**src/rtl/serial_sub_pkg.sv**
```systemverilog
// Shared types and sizing helpers for the nibble-serial subtractor.
package serial_sub_pkg;

    typedef enum logic [1:0] {
        IDLE = 2'd0,
        RUN  = 2'd1,
        DONE = 2'd2
    } state_t;

    localparam int NIB_W = 4;

    function automatic int cnt_width(input int width);
        int w;
        w = $clog2(width / NIB_W);
        return (w < 1) ? 1 : w;
    endfunction

endpackage

```
**src/rtl/sub4_slice.sv**
```systemverilog
// Combinational 4-bit borrow-lookahead slice: d = a - b - bin, computed as a + ~b + ~bin.
module sub4_slice
    import serial_sub_pkg::*;
(
    input  logic [NIB_W-1:0] a,
    input  logic [NIB_W-1:0] b,
    input  logic             bin,
    output logic [NIB_W-1:0] d,
    output logic             bout
);

    logic [NIB_W-1:0] nb;
    logic [NIB_W-1:0] g;
    logic [NIB_W-1:0] p;
    logic [NIB_W:0]   c;

    assign nb = ~b;
    assign g  = a & nb;
    assign p  = a ^ nb;

    // Carries expanded in parallel from g/p so no carry ripples through the slice.
    assign c[0] = ~bin;
    assign c[1] = g[0] | (p[0] & c[0]);
    assign c[2] = g[1] | (p[1] & g[0]) | (p[1] & p[0] & c[0]);
    assign c[3] = g[2] | (p[2] & g[1]) | (p[2] & p[1] & g[0])
                | (p[2] & p[1] & p[0] & c[0]);
    assign c[4] = g[3] | (p[3] & g[2]) | (p[3] & p[2] & g[1])
                | (p[3] & p[2] & p[1] & g[0])
                | (p[3] & p[2] & p[1] & p[0] & c[0]);

    assign d    = p ^ c[NIB_W-1:0];
    assign bout = ~c[4];

endmodule

```
**src/rtl/serial_sub16.sv**
```systemverilog
// Nibble-serial subtractor: one 4-bit slice iterated WIDTH/4 times, valid/ready on both sides.
module serial_sub16
    import serial_sub_pkg::*;
#(
    parameter int WIDTH = 16
) (
    input  logic             clk,
    input  logic             rst_n,
    input  logic             in_valid,
    output logic             in_ready,
    input  logic [WIDTH-1:0] a,
    input  logic [WIDTH-1:0] b,
    input  logic             bin,
    output logic             out_valid,
    input  logic             out_ready,
    output logic [WIDTH-1:0] diff,
    output logic             bout,
    output logic             zero
);

    localparam int N  = WIDTH / NIB_W;
    localparam int CW = cnt_width(WIDTH);

    state_t           state;
    state_t           state_next;
    logic [WIDTH-1:0] a_sh;
    logic [WIDTH-1:0] b_sh;
    logic [WIDTH-1:0] diff_sh;
    logic [WIDTH-1:0] diff_next;
    logic             brw;
    logic [CW-1:0]    cnt;
    logic [NIB_W-1:0] slice_d;
    logic             slice_bout;
    logic             last_step;

    sub4_slice u_slice (
        .a    (a_sh[NIB_W-1:0]),
        .b    (b_sh[NIB_W-1:0]),
        .bin  (brw),
        .d    (slice_d),
        .bout (slice_bout)
    );

    // New nibble enters at the top; after N steps the first nibble sits at bit 0.
    generate
        if (N > 1) begin : g_wide
            assign diff_next = {slice_d, diff_sh[WIDTH-1:NIB_W]};
        end else begin : g_narrow
            assign diff_next = slice_d;
        end
    endgenerate

    assign last_step = (cnt == CW'(N - 1));

    always_ff @(posedge clk or negedge rst_n) begin
        if (!rst_n) begin
            state <= IDLE;
        end else begin
            state <= state_next;
        end
    end

    always_comb begin
        state_next = state;
        case (state)
            IDLE:    if (in_valid) state_next = RUN;
            RUN:     if (last_step) state_next = DONE;
            DONE:    if (out_ready) state_next = IDLE;
            default: state_next = IDLE;
        endcase
    end

    always_comb begin
        in_ready  = (state == IDLE);
        out_valid = (state == DONE);
    end

    always_ff @(posedge clk or negedge rst_n) begin
        if (!rst_n) begin
            a_sh    <= '0;
            b_sh    <= '0;
            diff_sh <= '0;
            brw     <= 1'b0;
            cnt     <= '0;
            diff    <= '0;
            bout    <= 1'b0;
            zero    <= 1'b0;
        end else begin
            case (state)
                IDLE: begin
                    if (in_valid) begin
                        a_sh    <= a;
                        b_sh    <= b;
                        brw     <= bin;
                        cnt     <= '0;
                        diff_sh <= '0;
                    end
                end
                RUN: begin
                    a_sh    <= a_sh >> NIB_W;
                    b_sh    <= b_sh >> NIB_W;
                    diff_sh <= diff_next;
                    brw     <= slice_bout;
                    cnt     <= cnt + 1'b1;
                    if (last_step) begin
                        diff <= diff_next;
                        bout <= slice_bout;
                        zero <= (diff_next == '0);
                    end
                end
                default: ;
            endcase
        end
    end

endmodule

```
**config.mk**
```make
export PLATFORM = sky130hd
export DESIGN_NAME = serial_sub16
export DESIGN_NICKNAME = d
export VERILOG_FILES = /design/src/rtl/serial_sub_pkg.sv /design/src/rtl/sub4_slice.sv /design/src/rtl/serial_sub16.sv
export SDC_FILE = /design/constraint.sdc
export NUM_CORES = 1
export LEC_CHECK = 0
export CAP_MARGIN = 20
export CORE_UTILIZATION = 35
export DETAILED_ROUTE_END_ITERATION = 8
export PLACE_DENSITY = 0.6
export SYNTH_ARGS = -nofsm -noshare
export SYNTH_HDL_FRONTEND = slang
export SYNTH_SLANG_ARGS = --single-unit
export TNS_END_PERCENT = 30
```
**constraint.sdc**
```tcl
create_clock -name clk -period 2.7 [get_ports clk]
set_clock_uncertainty 0.1 [all_clocks]
set_input_delay 0.405 -clock clk [delete_from_list [all_inputs] [get_ports clk]]
set_output_delay 0.405 -clock clk [all_outputs]
set_load 0.03 [all_outputs]
```
==> run summary <==
Status: finished clean
CTS tree: done
Critical path launch point type: flip-flop
Most frequent cell after synthesis: dfrtp_1
Share of layout cells above drive strength 1: 8.358%
Die area: 8928 um^2
Fill cell total of the finished layout: 791
WL per Instance: 15.62 um
Iter 0 DRT Violations: 81
WL final: 6872 um
Antenna-violating nets left: 0
Crit path required time: 2190 ps
HPWL reported at the end of detailed placement: 4618 um
Cell Int Power: 0.002725 W
# DRC: 0
# setup viols final: 0
Hold Vio Cnt, Final: 0
H-Tree Depth: 3
Yosys reg bits: 67
Multi-input gate area: 1206 um^2
Vias in the first global route: 2192
Synth warn: 0
Root Buffer: clkbuf_8
Min setup slack post-route: 249.6 ps
Area Overhead vs Synth: 29.08%
Sequential share of the synthesized area: 56.00%
Async SR Flop Fraction: 100.0%
Vias per cell: 5.243
Flop pwr share: 38.7%
Minimum clock period: 2450 ps
Mapped Cells: 274
Clock Path Buffers: 2
Sequential cell area: 1677 um^2
Area leader, netlist: dfrtp_1
Vias: 2307
Peak VDD IR: 0.3860 mV
Num CTS Buffers: 9
Lkg Pwr: 1.687 nW
Port buffer count: 56
Row count: 33
Pre-CTS setup slack: 545.9 ps
N_diodes: 0
Clock Power Share: 17.6%
Mean Syn Cell Area: 10.93 um^2
Setup Buffers After CTS: 0
Max-Slew Margin vs Limit: 52.91%
Starting Density: 36.26%
Switching share of power: 39.83%
Setup TNS after final layout: 0 ps
Combinational power share: 43.7%
Pwr dens: 1172 nW/um^2
Worst-path clk slew: 60 ps
# nets final: 376
Crit Path Max Fanout: 14
Critical Path AT: 1950 ps
Worst Setup End Kind: output pin
Post-synth top area share: 56.00%
Worst Max-Slew Pin Slew: 697.4 ps
GPL Wtd Cong: 0.7910
WS Path Type: reg -> out
Aggregate global routing overflow: 0
Yosys cell types: 35
Crit share post-route: 90.76%
Die Ht: 94.49 um
Max-slew violation count: 0
Top_reg_cell synth: dfrtp_1
Core Region: 8258 um^2
Clk_lat worst skew: 350 ps
Post-Syn Nets: 318
HP Class: reg -> reg
Clk sinks: 67
Post-synth top cells: dfrtp_1, o21ai_0, nand2_1
Cell Area, Synth: 2994 um^2
Top cells by area, synth: dfrtp_1, o21ai_0, a22oi_1
P_sw: 0.001804 W
Largest net degree at the start of global routing: 68
Achievable Freq: 408.1 MHz
Max-Cap Viols: 0
Total GRT Usage: 16.82%
RSZ-0062 raised after global routing: no
First-pass GRT wire length: 11310 um
First-pass iteration count of the detailed router: 4
Initial antenna violation count: 0
EDFF count, synth: 0
Ports: 57
Die width: 94.49 um
## final cells by class
| cell class | count | share of cell area, % |
|---|---|---|
| Tap cell | 105 | 3.399 |
| Sequential cell | 67 | 43.38 |
| Clock inverter | 3 | 1.036 |
| Inverter | 7 | 0.6798 |
| Timing Repair Buffer | 64 | 16.64 |
| Multi-Input combinational cell | 183 | 31.21 |
| Clock buffer | 11 | 3.658 |
## cells by family (layout without fill, tap and decap cells)
logic type               after synthesis  count (layout)  synth area share [%]
multiplexers                          12              12                 4.513
flip-flops                            67              67                 56.00
adder cells (fa/ha/maj)                7               7                 3.176
AND/OR/NAND/NOR                       61              61                 10.20
buffers and inverters                 24              85                 3.845
XOR/XNOR                               2               2                0.5851
AO/OA/AOI/OAI                        101             101                 21.69
## cell usage in the layout (no fill, tap or decap), types with 2 or more instances in the layout
| master | count |
|---|---|
| a32o_1 | 2 |
| clkinv_2 | 2 |
| ha_1 | 6 |
| a21oi_1 | 16 |
| a22oi_1 | 23 |
| nor2_1 | 9 |
| nor2b_1 | 12 |
| clkdlybuf4s50_1 | 55 |
| mux2_1 | 8 |
| inv_1 | 7 |
| nand2_1 | 28 |
| buf_12 | 2 |
| mux2_2 | 4 |
| a2bb2oi_1 | 2 |
| clkbuf_8 | 10 |
| and2b_1 | 3 |
| buf_4 | 5 |
| dfrtp_1 | 67 |
| a22o_1 | 15 |
| o21ai_0 | 38 |
| nor4_1 | 2 |
## state kept, by name (all words and copies together) (netlist names)
name	count
a_sh	16
b_sh	16
bout	1
brw	1
cnt	2
diff	16
diff_sh	12
state	2
zero	1
## stage by stage
step	instances	util (%)	power, W	hold slack [ps]	area, um^2
finish	440	46.80	0.004529	383.2	3865
global route	440	46.80	0.004881	417.4	3865
floorplan	274	-	0.003044	9.409	2994
detailed placement	425	44.48	0.003760	366.1	3674
global placement	425	44.48	0.003718	354.9	3674
CTS	440	46.80	0.004576	389.8	3865
## path summary, 6_finish.rpt
check                                      from                    to  slack, ps  cells after the start
max reg2reg                state[0]$_DFFE_PN0P_      zero$_DFFE_PN0P_        530                      4
min reg2reg                 b_sh[9]$_DFFE_PN0P_   b_sh[9]$_DFFE_PN0P_        380                      2
max in group asynchronous                 rst_n   b_sh[6]$_DFFE_PN0P_       1700                      3
min in group asynchronous                 rst_n  diff[11]$_DFFE_PN0P_        510                      3
max                        state[1]$_DFFE_PN0P_             out_valid        250                      3
min                         b_sh[9]$_DFFE_PN0P_   b_sh[9]$_DFFE_PN0P_        380                      2
## worst max-delay path, cell delays in order, from the launching register on
cell	delay, ps
dfrtp_1	570
inv_1	180
nor2_1	160
clkdlybuf4s50_1	690
## power groups by stage
stage / sequential [W] / combinational [W] / clock, W
after floorplan: 0.00186 / 0.00118 / 0
after global placement: 0.00177 / 0.00195 / 0
after detailed placement: 0.00178 / 0.00198 / 0
after CTS: 0.00176 / 0.00199 / 0.000822
after global routing: 0.00182 / 0.00220 / 0.000862
final: 0.00175 / 0.00198 / 0.000796
## repair_timing
action,CTS,global route
hold endpoints to repair,40,0
resized for setup,0,0
setup endpoints to repair,0,0
hold buffers,1,0
## routing by layer
layer  share of wire [%]  GRT usage [%]  up-vias
met1                  50          25.14     1138
met2                  44          22.89       53
met5                   0              0        -
li1                    -              -     1107
met4                 1.7          7.576        0
met3                 4.2          3.865        9
No activity file was read; power rests on OpenSTA's default activity.
